## src/rtl/wb_pkg.sv

```systemverilog
// Shared opcode constants, write-source and FSM state types for the writeback controller.
package wb_pkg;

  localparam logic [6:0] OP_LOAD  = 7'b0000011;
  localparam logic [6:0] OP_OPIMM = 7'b0010011;
  localparam logic [6:0] OP_AUIPC = 7'b0010111;
  localparam logic [6:0] OP_OP    = 7'b0110011;
  localparam logic [6:0] OP_LUI   = 7'b0110111;
  localparam logic [6:0] OP_JALR  = 7'b1100111;
  localparam logic [6:0] OP_JAL   = 7'b1101111;

  typedef enum logic [2:0] {WB_PC4, WB_ALU, WB_IMM, WB_MEM, WB_NONE} wb_src_e;

  typedef enum logic [1:0] {S_IDLE, S_MEM_REQ, S_MEM_WAIT, S_WB} state_e;

  function automatic wb_src_e wb_src(input logic [6:0] op);
    case (op)
      OP_JAL, OP_JALR:          return WB_PC4;
      OP_AUIPC, OP_OPIMM, OP_OP: return WB_ALU;
      OP_LUI:                   return WB_IMM;
      OP_LOAD:                  return WB_MEM;
      default:                  return WB_NONE;
    endcase
  endfunction

endpackage

```

## src/rtl/wb_load_ext.sv

```systemverilog
// Combinational load-data extender: keeps the low 8*2^size bits, sign- or zero-extends the rest.
module wb_load_ext #(
  parameter int XLEN = 32
) (
  input  logic [1:0]      size_i,
  input  logic            unsigned_i,
  input  logic [XLEN-1:0] data_i,
  output logic [XLEN-1:0] data_o
);

  always_comb begin
    data_o = data_i;
    case (size_i)
      2'd0: begin
        if (unsigned_i) data_o = XLEN'(data_i[7:0]);
        else            data_o = XLEN'($signed(data_i[7:0]));
      end
      2'd1: begin
        if (unsigned_i) data_o = XLEN'(data_i[15:0]);
        else            data_o = XLEN'($signed(data_i[15:0]));
      end
      2'd2: begin
        if (unsigned_i) data_o = XLEN'(data_i[31:0]);
        else            data_o = XLEN'($signed(data_i[31:0]));
      end
      default: data_o = data_i;
    endcase
  end

endmodule

```

## src/rtl/wb_ctrl.sv

```systemverilog
// Writeback controller: accepts one instruction, optionally issues a load, then retires it
// with a single register-file write cycle.
module wb_ctrl
  import wb_pkg::*;
#(
  parameter int XLEN   = 32,
  parameter int REG_AW = 5
) (
  input  logic              clk,
  input  logic              rst_n,
  input  logic              in_valid,
  output logic              in_ready,
  input  logic [6:0]        opcode,
  input  logic [2:0]        funct3,
  input  logic [REG_AW-1:0] rd,
  input  logic [XLEN-1:0]   pc,
  input  logic [XLEN-1:0]   alu_result,
  input  logic [XLEN-1:0]   imm,
  output logic              mem_req_valid,
  input  logic              mem_req_ready,
  output logic [XLEN-1:0]   mem_req_addr,
  output logic [1:0]        mem_req_size,
  input  logic              mem_rsp_valid,
  input  logic [XLEN-1:0]   mem_rsp_data,
  output logic              rf_we,
  output logic [REG_AW-1:0] rf_waddr,
  output logic [XLEN-1:0]   rf_wdata,
  output logic              done
);

  localparam logic [1:0] MAX_SIZE = (XLEN == 64) ? 2'd3 : 2'd2;

  state_e              state_q;
  logic [6:0]          opcode_q;
  logic [2:0]          funct3_q;
  logic [REG_AW-1:0]   rd_q;
  logic [XLEN-1:0]     pc_q;
  logic [XLEN-1:0]     alu_q;
  logic [XLEN-1:0]     imm_q;
  logic [XLEN-1:0]     mem_q;

  logic [1:0]          size;
  logic [XLEN-1:0]     ext_data;
  logic [XLEN-1:0]     wdata_sel;
  wb_src_e             src;

  assign size = (funct3_q[1:0] > MAX_SIZE) ? MAX_SIZE : funct3_q[1:0];

  wb_load_ext #(.XLEN(XLEN)) u_ext (
    .size_i     (size),
    .unsigned_i (funct3_q[2]),
    .data_i     (mem_rsp_data),
    .data_o     (ext_data)
  );

  always_ff @(posedge clk or negedge rst_n) begin
    if (!rst_n) begin
      state_q  <= S_IDLE;
      opcode_q <= '0;
      funct3_q <= '0;
      rd_q     <= '0;
      pc_q     <= '0;
      alu_q    <= '0;
      imm_q    <= '0;
      mem_q    <= '0;
    end else begin
      case (state_q)
        S_IDLE: begin
          if (in_valid) begin
            opcode_q <= opcode;
            funct3_q <= funct3;
            rd_q     <= rd;
            pc_q     <= pc;
            alu_q    <= alu_result;
            imm_q    <= imm;
            state_q  <= (opcode == OP_LOAD) ? S_MEM_REQ : S_WB;
          end
        end
        S_MEM_REQ: if (mem_req_ready) state_q <= S_MEM_WAIT;
        S_MEM_WAIT: begin
          if (mem_rsp_valid) begin
            mem_q   <= ext_data;
            state_q <= S_WB;
          end
        end
        S_WB:    state_q <= S_IDLE;
        default: state_q <= S_IDLE;
      endcase
    end
  end

  // Outputs decode only registered state, so they are glitch-free relative to the inputs.
  assign src = wb_src(opcode_q);

  always_comb begin
    wdata_sel = '0;
    case (src)
      WB_PC4:  wdata_sel = pc_q + XLEN'(4);
      WB_ALU:  wdata_sel = alu_q;
      WB_IMM:  wdata_sel = imm_q;
      WB_MEM:  wdata_sel = mem_q;
      default: wdata_sel = '0;
    endcase
  end

  assign in_ready      = (state_q == S_IDLE);
  assign done          = (state_q == S_WB);
  assign rf_we         = done && (src != WB_NONE) && (rd_q != '0);
  assign rf_waddr      = rf_we ? rd_q : '0;
  assign rf_wdata      = rf_we ? wdata_sel : '0;
  assign mem_req_valid = (state_q == S_MEM_REQ);
  assign mem_req_addr  = mem_req_valid ? alu_q : '0;
  assign mem_req_size  = mem_req_valid ? size : '0;

endmodule

```

## config.mk

```make
export PLATFORM = sky130hd
export DESIGN_NAME = wb_ctrl
export DESIGN_NICKNAME = d
export VERILOG_FILES = /design/src/rtl/wb_pkg.sv /design/src/rtl/wb_load_ext.sv /design/src/rtl/wb_ctrl.sv
export SDC_FILE = /design/constraint.sdc
export NUM_CORES = 1
export LEC_CHECK = 0
export ABC_AREA = 1
export BUFFER_PORTS_ARGS = -buffer_cell sky130_fd_sc_hd__buf_2
export CAP_MARGIN = 20
export CELL_PAD_IN_SITES_DETAIL_PLACEMENT = 1
export CELL_PAD_IN_SITES_GLOBAL_PLACEMENT = 1
export CORE_MARGIN = 10
export CORE_UTILIZATION = 41
export CTS_CLUSTER_DIAMETER = 100
export CTS_CLUSTER_SIZE = 25
export DETAILED_ROUTE_END_ITERATION = 8
export HOLD_SLACK_MARGIN = 0.02
export PLACE_DENSITY = 0.93
export SLEW_MARGIN = 15
export SYNTH_ARGS = -nofsm -noshare
export SYNTH_HDL_FRONTEND = slang
export SYNTH_SLANG_ARGS = --single-unit
```

## constraint.sdc

```tcl
create_clock -name clk -period 4.1 [get_ports clk]
set_input_delay 0.205 -clock clk [delete_from_list [all_inputs] [get_ports clk]]
set_output_delay 0.205 -clock clk [all_outputs]
set_load 0.05 [all_outputs]
```

==> run_results.csv, run 1 <==
group,metric,value,unit
outcome,status,"finished, final reports clean",
layout,fillers,2383,
die,dieArea,0.0253,mm2
sta,slew_viol_final,0,
sta,fin_crit,3.46,ns
routing,drc_errors,0,
worst_setup_path,worst_r2r_path_depth,5,
routing,viasPerCell,5.39,
synthesis,synth-simple-area-share,26.5,%
synthesis,synth_fa_ha_area_share,0.788,%
global_route,grt_pass1_vias,9532,
sta,worst_slack,0.645,ns
power,p_total,7420,uW
worst_setup_path,path_class,"reg2out",
routing,dr.pass1.iters,6,
placement,placement.io_buffers,222,
cts,ctsLongestPathBuffers,2,
synthesis,synth_compound_area_share,8.45,%
worst_setup_path,crit_end,"rf_wdata[0]",
min_path,hp-class,"in2reg",
routing,vias,8586,
synthesis,syn_area,0.00794,mm2
sta,rsz0062_at_grt,"no",
synthesis,synth_nets,1182,
die,fp.dieW,159,um
layout,layout_commonest_cell,"nand2_1",
placement,place_hpwl,24200,um
worst_setup_path,crit_path_end_kind,"primary output",
layout,fin_util,56.6,%
cts,path_clk_slew,0.07,ns
placement,place_congestion,0.921,
cts,hold_buffers,77,
synthesis,syn_area_per_cell,7.71,um2
worst_setup_path,cp-startpoint,"opcode_q[2]$_DFFE_PN0P_",
cts,clock_latency,0.45,ns
global_route,grt_antenna_before_repair,8,
flow_run,drv_cap,0,
sta,setup_tns,0,ns
global_route,grt_overflow,0,
sta,fmax,289,MHz
die,start_util,42.0,%
power,peakVddDrop,0.000290,V
sta,finClkSkew,0.0146,ns
sta,slew_headroom,41.1,%
synthesis,yosysSeqAreaShare,45.7,%
global_route,grt_max_degree,118,
sta,hold_viol_final,0,
global_route,grt_first_pass_wirelength,53800,um
die,chipHeight,159,um
cts,cts_made_buffers,17,
sta,setup_violations,0,
worst_setup_path,cp_data_required_time,3.89,ns
synthesis,synth.area.mux_share,9.65,%
routing,ant_nets,0,
power,powerDensity,694,mW/mm2
worst_setup_path,path_max_fanout,26,
layout,seqCellArea,0.00363,mm2
die,num_rows,50,
cts,cts_tree,"yes",
synthesis,netlist_instances,1029,
cts,cts-resized-gates,0,
die,core,0.0189,mm2
layout,drive_above_1_share,26.9,%
worst_setup_path,cp_data_arrival_time,3.25,ns
placement,dp_slack,1.19,ns
synthesis,ys_ff_latch,145,
worst_setup_path,worstReg2RegStart,"state_q[1]$_DFFE_PN0P_",
global_route,grt_use_total,26.7,%
routing,wl_per_cell,22.1,um
worst_setup_path,startpoint_type,"flip-flop",
cts,cts_setup_buffers,0,
die,io_pins,223,
routing,finalWirelength,35200,um
synthesis,synth_top_family_by_area,"simple AND/OR/NAND/NOR gates",
layout,multi_input_area,0.00364,mm2
routing,dr.first_iter.drc_count,536,
cts,htreeDepth,4,
cts,cts_num_sinks,145,
layout,mostFrequentLayoutCells,"243 x nand2_1, 221 x buf_2, 145 x dfrtp_1",
synthesis,ys.warnings.count,0,
worst_setup_path,r2r_end,"pc_q[16]$_DFFE_PN0P_",
synthesis,yosysUniqueCellTypes,29,
synthesis,synth-xor-area-share,0.221,%
layout,syn_to_final_growth,34.8,%
worst_setup_path,ff2ff_setup_slack,1.79,ns
power,p_leak,0.00560,uW
sta,worst_pin_slew,0.883,ns
sta,min_period_over_period,84.3,%
layout,nets,1464,
cts,clock-root-buffer,"clkbuf_16",
logic make-up after synthesis:
kind of cell,Yosys count
AOI/OAI and AO/OA,124
xor gates and xnor gates,2
adders and majority gates,5
buffers and inverters,177
DFF,145
muxes,68
and+or+nand+nor,508
power breakdown:
group | total, uW | switching (uW) | internal (uW)
sequential | 2820 | 674 | 2140
clock | 1670 | 731 | 936
combinational | 2940 | 1950 | 986
cells in the mapped netlist:
library cell	n	area, um2
nor3_4	1	16.3
nand2_2	1	6.26
o221ai_1	1	8.76
a21oi_1	76	380
nor3_1	5	25.0
or2_2	5	31.3
nor3_2	1	10.0
o21bai_1	2	15.0
nand3_1	118	591
buf_1	1	3.75
and2_1	1	6.26
inv_2	1	3.75
ha_1	5	62.6
nor2_2	1	6.26
dfrtp_1	145	3630
xor2_1	2	17.5
a21oi_2	10	87.6
inv_1	128	480
nand4_1	1	6.26
buf_2	6	30.0
o211ai_1	1	7.51
buf_6	2	22.5
buf_4	1	7.51
nand2_1	244	916
nor2_1	130	488
o21ai_0	33	165
clkbuf_1	38	143
o22ai_1	1	6.26
mux2_2	68	766
final cells by class:
type | instances | area share [%]
clock buffers | 18 | 4.10
clock inverters | 14 | 1.57
well taps | 260 | 3.04
multi-input cells | 707 | 34.0
diodes | 8 | 0.187
flip-flops and latches | 145 | 33.9
inverters | 129 | 4.53
repair buffers | 311 | 18.6
layer usage:
layer	up-vias	track usage, %	wire length [um]
met4	0	15.8	1810
met2	327	46.5	17900
met5	-	0	0
met3	125	6.02	1900
li1	3852	-	-
met1	4282	29.4	13600
worst min path at each step:
stage | from | end | slack [ns] | cells after the start
floorplan | rst_n | alu_q[0]$_DFFE_PN0P_ | -0.09 | 0
global placement | rst_n | pc_q[30]$_DFFE_PN0P_ | 0.29 | 1
detailed placement | rst_n | rd_q[1]$_DFFE_PN0P_ | 0.28 | 1
CTS | alu_result[26] | alu_q[26]$_DFFE_PN0P_ | 0.02 | 2
global route | pc[25] | pc_q[25]$_DFFE_PN0P_ | 0.03 | 3
finish | rd[3] | rd_q[3]$_DFFE_PN0P_ | 0.02 | 3
flip-flops by register name, summed over array words and instances, names as in the netlist:
signal / count
state_q: 2
pc_q: 32
mem_q: 32
rd_q: 5
opcode_q: 7
imm_q: 32
alu_q: 32
funct3_q: 3
worst max-delay path, stage by stage, from the launching register on:
cell and delay (ns):
dfrtp_1 0.42, inv_1 0.12, nor3_1 0.20, nand2_1 0.29, inv_2 0.47, nor2_1 0.10, nand2_1 0.08, nand3_2 0.25
buf_4 0.36, a21oi_1 0.20, buf_2 0.30
stage by stage:
step	hold WS (ns)	instance area [um2]	std cells
after floorplan	-0.0906	7940	1029
after global placement	0.290	9290	1474
after detailed placement	0.283	9290	1474
after CTS	0.0212	10700	1583
after global routing	0.0323	10700	1592
final	0.0220	10700	1592
No activity file was read; power rests on OpenSTA's default activity.
==> run 2: changes to the inputs <==
CORE_UTILIZATION = 34   (was 41)
PLACE_DENSITY = 0.84   (was 0.93)
clock period = 3.15 ns   (was 4.1 ns; I/O delays follow)
==> run 2 against run 1 <==
Effect of this change:
- routed wire length fell by 2.1%
- clock skew is 0.00092 ns higher
- via count is 2.5% lower
- critical path type unchanged
- critical endpoint is now rf_wdata[2]
- largest cell class unchanged
- largest power group unchanged
- highest routed layer unchanged
==> run_results.csv, run 2 (same netlist as run 1, synthesis figures left out) <==
group,metric,value,unit
outcome,status,"finished, final reports clean",
worst_setup_path,cp_data_required_time,2.99,ns
sta,setup_tns,0,ns
worst_setup_path,path_max_fanout,38,
die,io_pins,223,
routing,vias,8369,
cts,htreeDepth,4,
routing,ant_nets,0,
layout,mostFrequentLayoutCells,"242 x nand2_1, 208 x buf_2, 145 x dfrtp_1",
placement,placement.io_buffers,222,
power,powerDensity,836,mW/mm2
sta,slew_headroom,42.3,%
sta,worst_slack,0.226,ns
cts,cts_made_buffers,17,
global_route,grt_pass1_vias,9425,
routing,finalWirelength,34500,um
global_route,grt_antenna_before_repair,5,
flow_run,drv_cap,0,
routing,drc_errors,0,
sta,min_period_over_period,92.8,%
routing,dr.first_iter.drc_count,585,
power,p_total,9420,uW
layout,seqCellArea,0.00363,mm2
die,num_rows,55,
sta,setup_violations,0,
layout,fillers,2783,
worst_setup_path,cpPeakStageDelay,0.41,ns
layout,syn_to_final_growth,42.0,%
worst_setup_path,worst_r2r_path_depth,6,
layout,multi_input_area,0.00364,mm2
sta,finClkSkew,0.0155,ns
global_route,grt_first_pass_wirelength,53700,um
cts,cts_num_sinks,145,
die,core,0.0228,mm2
placement,place_congestion,0.964,
routing,dr.pass1.iters,5,
cts,path_clk_slew,0.07,ns
worst_setup_path,crit_path_end_kind,"primary output",
die,dieArea,0.0299,mm2
power,peakVddDrop,0.000380,V
placement,place_hpwl,24300,um
global_route,grt_max_degree,85,
layout,fin_util,49.5,%
worst_setup_path,crit_chain,"inv_1 > nor3_1 > nand2_2 > inv_2 > nor2_1 > nand2_1 > nand3_2 > buf_4 > a21oi_1 > buf_2",
sta,worst_pin_slew,0.864,ns
cts,clock-root-buffer,"clkbuf_16",
layout,drive_above_1_share,26.4,%
sta,slew_viol_final,0,
worst_setup_path,path_class,"reg2out",
die,start_util,34.8,%
cts,clock_latency,0.43,ns
worst_setup_path,path_depth,10,
power,p_leak,0.00576,uW
worst_setup_path,crit_buf_inv,4,
sta,hold_viol_final,0,
routing,viasPerCell,5.00,
worst_setup_path,cp_data_arrival_time,2.77,ns
sta,holdWs,0.0290,ns
cts,ctsLongestPathBuffers,2,
placement,dp_slack,0.633,ns
worst_setup_path,path_delay_family,"buffers and inverters",
sta,fin_crit,2.92,ns
worst_setup_path,startpoint_type,"flip-flop",
routing,wl_per_cell,20.6,um
layout,layout_commonest_cell,"nand2_1",
sta,fmax,342,MHz
worst_setup_path,slowest_stage,"dfrtp_1",
global_route,grt_overflow,0,
min_path,hp-class,"in2reg",
cts,cts_tree,"yes",
min_path,whs_path_depth,3,
cts,cts_setup_buffers,0,
die,fp.dieW,173,um
sta,rsz0062_at_grt,"no",
global_route,grt_use_total,22.6,%
die,chipHeight,173,um
layout,nets,1495,
==> run 2: cell types whose count changed in the layout (fill, tap and decap cells not counted), sizes merged <==
cell,before,now
dlygate4sd3,78,108
diode,8,5
bufinv,2,0
inv,137,139
buf,233,234
clkbuf,18,17
clkinvlp,1,2
==> run 2: repair_timing <==
item                                    4_1_cts  5_1_grt
endpoints found under the setup margin        0       11
resized for setup                             0        1
hold endpoints to repair                    179        1
hold buffers                                107        1
==> run 2: worst paths after layout <==
check | from | to | slack [ns]
max | opcode_q[2]$_DFFE_PN0P_ | rf_wdata[2] | 0.23
max in group asynchronous | rst_n | mem_q[22]$_DFFE_PN0P_ | 1.99
min reg2reg | mem_q[0]$_DFFE_PN0P_ | mem_q[0]$_DFFE_PN0P_ | 0.48
max reg2reg | state_q[0]$_DFFE_PN0P_ | mem_q[16]$_DFFE_PN0P_ | 0.96
min | imm[24] | imm_q[24]$_DFFE_PN0P_ | 0.03
min in group asynchronous | rst_n | rd_q[1]$_DFFE_PN0P_ | 0.30
==> run 2: cell type report <==
type                       instances  area share, %
multi-input combinational        707           32.3
sequential                       145           32.2
timing repair buffer             342           22.4
inverter                         129           4.30
clock buffer                      17           3.77
tap                              313           3.47
clock inverter                    15           1.45
antenna                            5          0.111
==> run 2: where the power goes <==
| part | total, uW | switching, uW | internal [uW] |
|---|---|---|---|
| Combinational | 3790 | 2470 | 1320 |
| Clock | 2040 | 970 | 1070 |
| Sequential | 3600 | 808 | 2790 |
==> run 2: worst register-to-register path, stage by stage, from the launching register on <==
cell and delay (ns):
dfrtp_1 0.41, inv_1 0.12, ha_1 0.20, nand2_1 0.31, inv_1 0.77, o21ai_0 0.22
inv_1 0.10
==> run 2: through the flow <==
| step | cells | instance area [um2] |
|---|---|---|
| 2_1_floorplan | 1029 | 7940 |
| 3_3_place_gp | 1528 | 9590 |
| 3_5_place_dp | 1528 | 9590 |
| 4_1_cts | 1667 | 11200 |
| 5_1_grt | 1673 | 11300 |
| 6_report | 1673 | 11300 |
==> run 2: routing by layer <==
metal	global-route usage, %	vias up	share of wire (%)
met1	26.0	4067	40
met5	0	-	0
met2	38.8	288	50
li1	-	3918	-
met4	12.8	0	5.0
met3	4.33	96	4.7
==> run 3: changes to the inputs <==
--- a/config.mk
+++ b/config.mk
@@ -11,4 +11,5 @@
 export CELL_PAD_IN_SITES_DETAIL_PLACEMENT = 1
 export CELL_PAD_IN_SITES_GLOBAL_PLACEMENT = 1
+export CORE_ASPECT_RATIO = 1.4
 export CORE_MARGIN = 10
 export CORE_UTILIZATION = 34
==> constraint.sdc (replaced) <==
create_clock -name clk -period 3.15 [get_ports clk]
set_input_delay 0.1575 -clock clk [delete_from_list [all_inputs] [get_ports clk]]
set_output_delay 0.1575 -clock clk [all_outputs]
set_load 0.01 [all_outputs]
==> run 3 against run 2 <==
Effect of this change:
- critical path depth unchanged
- hold slack better by 0.014 ns
- sequential share of layout area rose by 0.31 points
- power shrank 4.0%
- sequential power about the same
- combinational power down 12%
- clock power increased by 2%
- largest cell class unchanged
==> run_results.csv, run 3 (same netlist as run 1, synthesis figures left out) <==
group,metric,value,unit
routing,dr.first_iter.drc_count,547,
worst_setup_path,cp_data_required_time,2.99,ns
placement,place_congestion,0.938,
global_route,grt_pass1_vias,9610,
placement,placed_area,0.00941,mm2
min_path,holdCritStartpoint,"mem_rsp_data[8]",
power,powerDensity,810,mW/mm2
global_route,grt_max_degree,88,
worst_setup_path,cp-startpoint,"opcode_q[1]$_DFFE_PN0P_",
layout,drive_above_1_share,26.4,%
sta,rsz0062_at_grt,"no",
placement,placement.io_buffers,222,
sta,hold_viol_final,0,
sta,fmax,345,MHz
sta,slew_viol_final,0,
die,core,0.0231,mm2
global_route,grt_first_pass_wirelength,55500,um
worst_setup_path,r2r_end,"mem_q[16]$_DFFE_PN0P_",
min_path,hp-class,"in2reg",
cts,clock-root-buffer,"clkbuf_16",
worst_setup_path,cpPeakStageDelay,0.38,ns
cts,path_clk_slew,0.07,ns
sta,fin_crit,2.89,ns
global_route,grt_use_total,23.7,%
routing,drc_errors,0,
worst_setup_path,slowest_stage,"dfrtp_1",
cts,cts_setup_buffers,0,
layout,fillers,2889,
routing,dr.pass1.iters,5,
sta,finClkSkew,0.0105,ns
sta,worst_slack,0.255,ns
global_route,grt_overflow,0,
worst_setup_path,crit_chain,"nand2_1 > nor3_4 > buf_4 > nand2_2 > and2_1 > nand2_1 > nand3_2 > buf_4 > a21oi_1 > buf_2",
routing,vias,8516,
cts,clock_latency,0.43,ns
cts,cts_made_buffers,17,
sta,slew_headroom,41.2,%
worst_setup_path,worst_r2r_path_depth,6,
worst_setup_path,worstReg2RegStart,"state_q[0]$_DFFE_PN0P_",
worst_setup_path,cp_data_arrival_time,2.74,ns
worst_setup_path,path_max_fanout,38,
worst_setup_path,crit_path_end_kind,"primary output",
die,dieArea,0.0299,mm2
placement,dp_cells,1522,
routing,wl_per_cell,21.3,um
min_path,holdPathEnd,"mem_q[8]$_DFFE_PN0P_",
sta,worst_pin_slew,0.882,ns
die,chipHeight,201,um
routing,viasPerCell,5.08,
sta,setup_violations,0,
sta,setup_tns,0,ns
routing,finalWirelength,35800,um
layout,nets,1502,
sta,min_period_over_period,91.9,%
power,peakVddDrop,0.000480,V
min_path,whs_path_depth,5,
cts,cts_num_sinks,145,
die,start_util,34.3,%
power,p_leak,0.00575,uW
placement,place_hpwl,24700,um
placement,dp_slack,0.849,ns
layout,final_area,0.0112,mm2
routing,ant_nets,0,
power,p_total,9050,uW
cts,ctsLongestPathBuffers,2,
layout,stdcell_count,1676,
layout,syn_to_final_growth,40.7,%
layout,layout_commonest_cell,"nand2_1",
cts,htreeDepth,4,
die,num_rows,66,
outcome,status,"finished, final reports clean",
die,fp.dieW,149,um
global_route,grt_antenna_before_repair,8,
flow_run,drv_cap,0,
cts,cts_tree,"yes",
worst_setup_path,startpoint_type,"flip-flop",
layout,mostFrequentLayoutCells,"243 x nand2_1, 221 x buf_2, 145 x dfrtp_1",
worst_setup_path,path_class,"reg2out",
die,io_pins,223,
worst_setup_path,ff2ff_setup_slack,0.93,ns
run 3: layer usage:
| metal | track usage (%) | part of all wire, % |
|---|---|---|
| met1 | 25.5 | 37 |
| met2 | 42.8 | 54 |
| met3 | 4.22 | 4.2 |
| met4 | 12.6 | 5.1 |
| met5 | 0 | 0 |
run 3: layout make-up:
type	instances	area, um2	share of cell area (%)
well taps	306	383	3.43
clock inverters	14	156	1.40
clock buffers	18	439	3.93
multi-input cells	707	3650	32.7
flip-flops and latches	145	3630	32.5
repair buffers	349	2410	21.5
diodes	8	20.0	0.179
inverters	129	484	4.34
run 3: worst max path at each step:
stage / cells after the start / endpoint
global placement: 10 / rf_wdata[10]
global route: 10 / rf_wdata[1]
floorplan: 7 / imm_q[25]$_DFFE_PN0P_
CTS: 10 / rf_wdata[10]
finish: 10 / rf_wdata[1]
detailed placement: 10 / rf_wdata[25]
run 3: power breakdown:
part	switching (uW)	internal, uW
Combinational	2000	1340
Clock	885	1200
Sequential	840	2790
Total	3720	5330
run 3: what timing repair did:
item / CTS / global route
hold buffers: 114 / 0
resized for setup: 0 / 0
endpoints found under the hold margin: 199 / 0
run 3: per-stage QoR:
step                hold WS (ns)  utilization [%]
detailed placement         0.315             40.7
CTS                       0.0345             48.2
finish                    0.0432             48.3
global route              0.0538             48.3
global placement           0.302             40.7
floorplan                 -0.138                -
run 3: worst max-delay path, delay by kind of cell (launching register included):
kind | cells | cell delay [ns]
DFF | 1 | 0.38
and+or+nand+nor | 6 | 0.85
AOI/OAI and AO/OA | 1 | 0.27
buffers and inverters | 3 | 0.79
